## src/rtl/pipe_mux_sel.sv

```systemverilog
// pipe_mux_sel: N-way, W-bit selector with a registered, valid/ready
// handshaked output held in a 2-entry skid buffer. An out-of-range select
// stores a zero word with its error bit set.
// Optional feature: define PIPE_MUX_SEL_ERRCNT_EN to add a saturating
// 16-bit err_count of accepted pushes with select >= NUM_IN.
module pipe_mux_sel #(
  parameter  int WIDTH  = 32,
  parameter  int NUM_IN = 4,
  localparam int SEL_W  = $clog2(NUM_IN)
) (
  input  logic                    clk,
  input  logic                    rst_n,
  input  logic [NUM_IN*WIDTH-1:0] data_in,
  input  logic [SEL_W-1:0]        select,
  input  logic                    in_valid,
  output logic                    in_ready,
  input  logic                    flush,
  output logic [WIDTH-1:0]        out_data,
  output logic                    out_valid,
  input  logic                    out_ready,
  output logic                    sel_err
`ifdef PIPE_MUX_SEL_ERRCNT_EN
  ,
  output logic [15:0]             err_count
`endif
);

  // Buffer occupancy doubles as the control state.
  typedef enum logic [1:0] {
    ST_EMPTY = 2'd0,
    ST_ONE   = 2'd1,
    ST_FULL  = 2'd2
  } state_t;

  state_t           r_state;
  state_t           w_nxt_state;
  logic             r_in_ready;
  logic [WIDTH-1:0] r_data0;   // head entry
  logic             r_err0;
  logic [WIDTH-1:0] r_data1;   // second entry
  logic             r_err1;

  logic [WIDTH-1:0] w_sel_word;
  logic             w_sel_err;
  logic             w_push;
  logic             w_pop;
  logic             w_load_head;
  logic             w_head_from_tail;
  logic             w_load_tail;

  // Select the addressed input; anything out of range leaves the word at zero.
  always_comb begin
    // NOTE: assigning a default before the loop keeps this purely
    // combinational; a path that leaves w_sel_word unassigned would infer a latch.
    w_sel_word = '0;
    for (int i = 0; i < NUM_IN; i++) begin
      if (select == SEL_W'(i)) w_sel_word = data_in[i*WIDTH +: WIDTH];
    end
  end

  // With a power-of-two input count every select value is legal.
  if (NUM_IN == (1 << SEL_W)) begin : g_pow2
    assign w_sel_err = 1'b0;
  end else begin : g_range
    assign w_sel_err = (select >= SEL_W'(NUM_IN));
  end

  assign w_push = in_valid && r_in_ready;
  assign w_pop  = out_valid && out_ready;

  // Next occupancy and which entries load; flush overrides everything.
  always_comb begin
    w_nxt_state      = r_state;
    w_load_head      = 1'b0;
    w_head_from_tail = 1'b0;
    w_load_tail      = 1'b0;
    if (flush) begin
      w_nxt_state = ST_EMPTY;
    end else begin
      case (r_state)
        ST_EMPTY: begin
          if (w_push) begin
            w_nxt_state = ST_ONE;
            w_load_head = 1'b1;
          end
        end
        ST_ONE: begin
          if (w_push && w_pop) begin
            w_load_head = 1'b1;
          end else if (w_push) begin
            w_nxt_state = ST_FULL;
            w_load_tail = 1'b1;
          end else if (w_pop) begin
            w_nxt_state = ST_EMPTY;
          end
        end
        ST_FULL: begin
          // in_ready is low here, so no push can coincide with the pop.
          if (w_pop) begin
            w_nxt_state      = ST_ONE;
            w_head_from_tail = 1'b1;
          end
        end
        default: w_nxt_state = ST_EMPTY;
      endcase
    end
  end

  // State register; in_ready is precomputed so it never depends on out_ready.
  always_ff @(posedge clk or negedge rst_n) begin
    if (!rst_n) begin
      // NOTE: sequential state uses non-blocking assignments so every flop
      // samples the pre-edge values, independent of block ordering.
      r_state    <= ST_EMPTY;
      r_in_ready <= 1'b0;
    end else begin
      r_state    <= w_nxt_state;
      r_in_ready <= (w_nxt_state != ST_FULL);
    end
  end

  // Entry storage: load head from input or promote the second entry.
  always_ff @(posedge clk or negedge rst_n) begin
    if (!rst_n) begin
      // NOTE: only two entries, so they are cleared on reset like any other
      // register; a deep buffer would normally be left unreset.
      r_data0 <= '0;
      r_err0  <= 1'b0;
      r_data1 <= '0;
      r_err1  <= 1'b0;
    end else begin
      if (w_load_head) begin
        r_data0 <= w_sel_word;
        r_err0  <= w_sel_err;
      end else if (w_head_from_tail) begin
        r_data0 <= r_data1;
        r_err0  <= r_err1;
      end
      if (w_load_tail) begin
        r_data1 <= w_sel_word;
        r_err1  <= w_sel_err;
      end
    end
  end

  // Outputs are gated to zero whenever the buffer is empty.
  assign in_ready  = r_in_ready;
  assign out_valid = (r_state != ST_EMPTY);
  assign out_data  = out_valid ? r_data0 : '0;
  assign sel_err   = out_valid && r_err0;

`ifdef PIPE_MUX_SEL_ERRCNT_EN
  logic [15:0] r_err_count;

  // Saturating count of accepted out-of-range pushes; flush does not clear it.
  always_ff @(posedge clk or negedge rst_n) begin
    if (!rst_n) begin
      r_err_count <= '0;
    end else if (!flush && w_push && w_sel_err && (r_err_count != 16'hFFFF)) begin
      r_err_count <= r_err_count + 16'd1;
    end
  end

  assign err_count = r_err_count;
`endif

endmodule

```

## config.mk

```make
export PLATFORM = sky130hd
export DESIGN_NAME = pipe_mux_sel
export DESIGN_NICKNAME = d
export VERILOG_FILES = /design/src/rtl/pipe_mux_sel.sv
export SDC_FILE = /design/constraint.sdc
export NUM_CORES = 1
export LEC_CHECK = 0
export CORE_ASPECT_RATIO = 1.75
export CORE_MARGIN = 10
export CORE_UTILIZATION = 30
export DETAILED_ROUTE_END_ITERATION = 12
export GPL_ROUTABILITY_DRIVEN = 0
export PLACE_DENSITY = 0.65
export SYNTH_ARGS = -nofsm -noshare
export SYNTH_HDL_FRONTEND = slang
export SYNTH_SLANG_ARGS = --single-unit
```

## constraint.sdc

```tcl
create_clock -name clk -period 3.4 [get_ports clk]
set_input_delay 0.68 -clock clk [delete_from_list [all_inputs] [get_ports clk]]
set_output_delay 0.68 -clock clk [all_outputs]
set_load 0.05 [all_outputs]
```

==> results of run 1 <==
## path summary, 6_finish.rpt
| path | startpoint | endpoint | slack (ns) | cells past startpoint |
|---|---|---|---|---|
| setup / recovery | r_state[1] | out_data[12] | 0.53 | 4 |
| hold / removal | rst_n | r_data0[23] | 0.28 | 1 |
| setup reg to reg | r_state[0] | r_data0[15] | 1.59 | 5 |
| hold reg to reg | r_data1[31] | r_data1[31] | 0.51 | 1 |
| max in group asynchronous | rst_n | r_data0[3] | 2.36 | 2 |
| min in group clk | r_data1[31] | r_data1[31] | 0.51 | 1 |
## power groups by stage
stage,Clock [µW],Combinational (µW),Sequential (µW)
floorplan,0,568,1100
global placement,0,888,1130
detailed placement,0,909,1150
CTS,966,911,1130
global route,999,959,1160
finish,947,895,1130
## sequential cells by signal, indices dropped and copies added (netlist names)
name / flops
in_ready: 1
r_data1: 32
r_data0: 32
r_state: 2
## placed cells by master, fill, tap and decap left out, types with 3 or more instances in the layout
master / instances
a21oi_1: 32
buf_2: 3
buf_4: 9
clkbuf_16: 9
clkdlybuf4s50_1: 165
dfrtp_1: 67
inv_1: 3
mux2_2: 32
mux2i_1: 32
mux4_2: 30
nor2_1: 33
nor2b_1: 33
## per-layer routing
metal	track usage (%)	up-vias
li1	-	1415
met1	12.7	1502
met2	25.1	84
met3	3.65	12
met4	6.09	0
met5	0	-
## worst register-to-register path, delay by kind of cell (launching register included)
kind            cells  cell delay [ns]
buf+inv             1             0.33
compound gates      1             0.12
simple gates        3             0.90
flops               1             0.39
## logic make-up after synthesis
logic type | count (synthesis) | synth area share, %
AOI/OAI and AO/OA | 34 | 4.63
xor gates and xnor gates | 1 | 0.228
buffers and inverters | 27 | 4.69
DFF | 67 | 43.6
muxes | 96 | 36.7
other | 1 | 0.0976
and+or+nand+nor | 73 | 10.0
## final cells by class
type                            count  area, µm²  area share [%]
Clock buffer                       11        233            3.91
Clock inverter                      3       65.1            1.09
Inverter                            3       11.3           0.189
Multi-Input combinational cell    205       1990            33.6
Sequential cell                    67       1680            28.2
Tap cell                          168        210            3.54
Timing Repair Buffer              178       1750            29.5
## metrics by stage
stage          instances  instance area, µm²
5_1_grt              635                5940
6_report             635                5940
3_3_place_gp         621                5650
3_5_place_dp         621                5650
2_1_floorplan        299                3840
4_1_cts              635                5940
==> results.py, run 1 <==
metrics = {
    "status": {
        "status": "completed",
    },
    "power": {
        "swShare_pct": 28.6,
        "combPwrFrac_pct": 30.1,
        "p_switching_uw": 849,
        "p_int_uw": 2120,
        "clock_power_share_pct": 31.9,
        "leakage_uw": 0.00229,
        "seqPwrFrac_pct": 38.0,
        "ir_worst_vdd_mv": 0.297,
        "power_density_mw_per_mm2": 500,
        "p_total_uw": 2970,
    },
    "floorplan": {
        "start_util_pct": 30.7,
        "placeableCoreArea_mm2": 0.0125,
        "num_io_pins": 170,
        "dieWidth_um": 106,
        "fp.dieH_um": 170,
        "fp-row-count": 54,
        "die_area_mm2": 0.0179,
    },
    "global_route": {
        "grt_max_degree": 33,
        "track_usage_pct": 13.2,
        "grt_pass1_wl_mm": 18.3,
        "grt_overflow": 0,
        "grt_pass1_vias": 3413,
        "antenna_found_initial": 0,
    },
    "clocking": {
        "post_cts_resized": 0,
        "htree_num_levels": 3,
        "cts_tree": "built",
        "cts_root_buf": "clkbuf_16",
        "clock_sinks": 67,
        "cts_setup_buffers": 0,
        "clockBufferDepth": 2,
        "clk_latency_ns": 0.33,
        "hold_buffers": 0,
        "cts_made_buffers": 9,
        "clk_pin_slew_ns": 0.05,
    },
    "setup_path": {
        "worstPathRequired_ns": 2.72,
        "crit_buf_inv": 2,
        "critPathLaunchType": "flop",
        "critPathMaxFanout": 23,
        "critPathArrivalTime_ns": 2.19,
        "end_kind": "output pin",
        "cp_top_family": "buffers and inverters",
        "crit_type": "reg -> out",
        "cp_slowest_stage_delay_ns": 0.72,
        "cp_cell_sequence": "nor2_4, buf_4, nor2b_1, clkdlybuf4s50_1",
        "cp_slowest_cell": "clkdlybuf4s50_1",
    },
    "worst_hold_path": {
        "hp-class": "in -> async",
    },
    "timing": {
        "fin_ws_ns": 0.532,
        "post-route-min-period_ns": 2.87,
        "finalHoldViolCount": 0,
        "holdWs_ns": 0.278,
        "slew_headroom_pct": 48.8,
        "rsz0062_at_grt": "no",
        "finalSetupTns_ns": 0,
        "finClkSkew_ns": 0.00878,
        "max_freq_mhz": 349,
        "final_max_slew_viol_count": 0,
        "setup_violations": 0,
        "worstMarginPinSlew_ns": 0.768,
        "period_share_pct": 84.3,
    },
    "cells_and_area": {
        "final.fill_count": 1133,
        "area_growth_pct": 54.8,
        "nets": 599,
        "antenna_cells": 0,
        "drive_above_1_share_pct": 19.7,
        "post-route-util_pct": 47.6,
    },
    "yosys": {
        "synth.ff_latch_count": 67,
        "synth_warnings": 0,
        "syn_area_mm2": 0.00384,
        "synth_area_leaders": "dfrtp_1, mux4_2, mux2_2, mux2i_1, nor2b_1",
        "synth_most_common_cell": "dfrtp_1",
        "netlist_instances": 299,
        "post_synth_num_cell_types": 22,
        "avgSynthCellArea_um2": 12.8,
        "synth_edf_count": 0,
        "yosysSeqAreaShare_pct": 43.6,
        "ys_async_sr_fraction_pct": 100,
        "yosys.area.top_type": "dfrtp_1",
        "ys.flop_type": "dfrtp_1",
        "synth_nets": 434,
        "synth_top_cell_area_share_pct": 43.6,
        "netlist_top_cells_count": "dfrtp_1, nor2_1, nor2b_1",
    },
    "routing": {
        "post_drt_wl_per_cell_um": 18.8,
        "wl_met3_um": 584,
        "num_vias": 3013,
        "wl_met2_mm": 6.91,
        "drc": 0,
        "routed.top_layer": "met4",
        "wl_met1_mm": 4.17,
        "final_antenna_net_count": 0,
        "totalWireLength_mm": 11.9,
        "vias_per_cell": 4.74,
        "dr.pass1.iters": 4,
        "drtIter0Drc": 163,
    },
    "placement": {
        "place_hpwl_mm": 9.63,
        "port_buffers": 168,
        "dp_slack_ns": 0.699,
    },
    "job": {
        "drv_cap": 0,
    },
}
No activity file was read; power rests on OpenSTA's default activity.
==> inputs of run 2 (changes only) <==
==> constraint.sdc (replaced) <==
create_clock -name clk -period 2.7 [get_ports clk]
set_input_delay 0.54 -clock clk [delete_from_list [all_inputs] [get_ports clk]]
set_output_delay 0.54 -clock clk [all_outputs]
set_load 0.05 [all_outputs]
==> run 2 against run 1 <==
Compared with the run above: power grew 24%; register-to-register slack lost 0.58 ns; via count grew 0.20%; largest cell class unchanged; worst setup slack lost 0.11 ns; non-clock buffer count grew 1; utilization shrank 0.30 points; routed wire length shrank 3.2%; critical path depth is the same; die area is the same; final area shrank 0.63%; sequential power grew 25%.
==> results.py, run 2 (synthesis gave the netlist of run 1 again) <==
metrics = {
    "status": {
        "status": "completed",
    },
    "setup_path": {
        "crit_type": "reg -> out",
        "r2r_end": "r_data0[30]",
        "cp_slowest_stage_delay_ns": 0.51,
        "cp_common_cell": "buf_4",
        "worstPathRequired_ns": 2.16,
        "crit_end": "out_data[15]",
        "critPathLaunchType": "flop",
        "critPathArrivalTime_ns": 1.74,
        "cp_slowest_cell": "nor2_4",
        "worstReg2RegStart": "r_state[0]",
        "end_kind": "output pin",
        "r2r_setup_slack_ns": 1.01,
        "critPathMaxFanout": 22,
        "crit_start": "r_state[0]",
        "cp_cell_sequence": "nor2_4, buf_4, nor2b_1, buf_4",
        "r2r_cells": 5,
    },
    "timing": {
        "period_share_pct": 84.4,
        "final_max_slew_viol_count": 0,
        "finClkSkew_ns": 0.00549,
        "rsz0062_at_grt": "no",
        "setup_violations": 0,
        "slew_headroom_pct": 60.0,
        "max_freq_mhz": 439,
        "post-route-min-period_ns": 2.28,
        "worstMarginPinSlew_ns": 0.599,
        "finalSetupTns_ns": 0,
        "finalHoldViolCount": 0,
    },
    "global_route": {
        "grt_pass1_wl_mm": 18.5,
        "grt_overflow": 0,
        "antenna_found_initial": 1,
        "grt_pass1_vias": 3526,
        "track_usage_pct": 13.2,
        "grt_max_degree": 33,
    },
    "clocking": {
        "cts_root_buf": "clkbuf_16",
        "cts_setup_buffers": 0,
        "clockBufferDepth": 2,
        "htree_num_levels": 3,
        "clock_sinks": 67,
        "hold_buffers": 0,
        "cts_tree": "built",
        "post_cts_resized": 0,
        "cts_made_buffers": 9,
        "clk_pin_slew_ns": 0.05,
        "clk_latency_ns": 0.32,
    },
    "routing": {
        "post_drt_wl_per_cell_um": 18.1,
        "drtIter0Drc": 89,
        "drc": 0,
        "dr.pass1.iters": 4,
        "final_antenna_net_count": 0,
        "vias_per_cell": 4.72,
        "totalWireLength_mm": 11.5,
        "num_vias": 3019,
    },
    "cells_and_area": {
        "drive_above_1_share_pct": 27.0,
        "final.fill_count": 1136,
        "area_growth_pct": 53.8,
        "reg.largest.list": "r_data0 x32, r_data1 x32, r_state x2",
        "multi_input_area_mm2": 0.00199,
        "mostFrequentLayoutCell": "clkdlybuf4s50_1",
        "most-common-layout-cells": "clkdlybuf4s50_1, dfrtp_1, buf_4",
        "post-route-util_pct": 47.3,
        "nets": 600,
        "regArea_mm2": 0.00168,
    },
    "power": {
        "combPwrFrac_pct": 29.9,
        "power_density_mw_per_mm2": 626,
        "swShare_pct": 28.3,
        "leakage_uw": 0.00236,
        "clock_power_share_pct": 31.9,
        "seqPwrFrac_pct": 38.2,
        "p_switching_uw": 1050,
        "ir_worst_vdd_mv": 0.267,
        "p_int_uw": 2650,
    },
    "floorplan": {
        "die_area_mm2": 0.0179,
        "fp-row-count": 54,
        "dieWidth_um": 106,
        "start_util_pct": 30.7,
        "fp.dieH_um": 170,
        "placeableCoreArea_mm2": 0.0125,
        "num_io_pins": 170,
    },
    "worst_hold_path": {
        "hp-class": "in -> async",
    },
    "placement": {
        "port_buffers": 168,
        "place_hpwl_mm": 9.26,
    },
    "job": {
        "drv_cap": 0,
    },
}
run 2: power groups by stage:
| stage | registers (µW) | logic (µW) | clock network [µW] |
|---|---|---|---|
| after detailed placement | 1430 | 1130 | 0 |
| final | 1410 | 1110 | 1180 |
| after global routing | 1450 | 1200 | 1250 |
| after global placement | 1420 | 1100 | 0 |
| after CTS | 1410 | 1130 | 1210 |
| after floorplan | 1380 | 716 | 0 |
run 2: worst max-delay path: cells and delay by family (launching register included):
family	cells	cell delay, ns
buffers and inverters	2	0.44
DFF	1	0.41
and+or+nand+nor	2	0.56
run 2: worst min-delay path by stage:
stage	startpoint	end	slack, ns	cells past startpoint
after floorplan	rst_n	in_ready	0.24	0
after global placement	r_data1[23]	r_data1[23]	0.49	1
after detailed placement	r_data1[10]	r_data1[10]	0.50	1
after CTS	rst_n	r_data0[31]	0.18	1
after global routing	rst_n	r_data0[27]	0.19	1
final	rst_n	r_data0[23]	0.17	1
run 2: final cells by class:
type                    count  area share (%)
multi-input cells         205            33.8
flip-flops and latches     67            28.4
repair buffers            179            28.8
well taps                 168            3.56
inverters                   3           0.191
clock buffers              15            4.70
diodes                      1          0.0424
clock inverters             1           0.508
run 2: through the flow:
stage / area, µm² / hold WS, ns / std cells / total power (µW) / worst slack [ns]
global route: 5910 / 0.195 / 639 / 3900 / 0.295
floorplan: 3840 / 0.244 / 299 / 2100 / 0.805
detailed placement: 5600 / 0.495 / 622 / 2560 / 0.404
CTS: 5900 / 0.185 / 638 / 3750 / 0.356
finish: 5910 / 0.172 / 639 / 3700 / 0.420
global placement: 5600 / 0.487 / 622 / 2520 / 0.432
run 2: routing by layer:
metal | GRT usage [%] | share of wire, %
met2 | 24.9 | 58
met4 | 6.39 | 3.3
met1 | 12.8 | 35
met5 | 0 | 0
met3 | 3.50 | 4.3
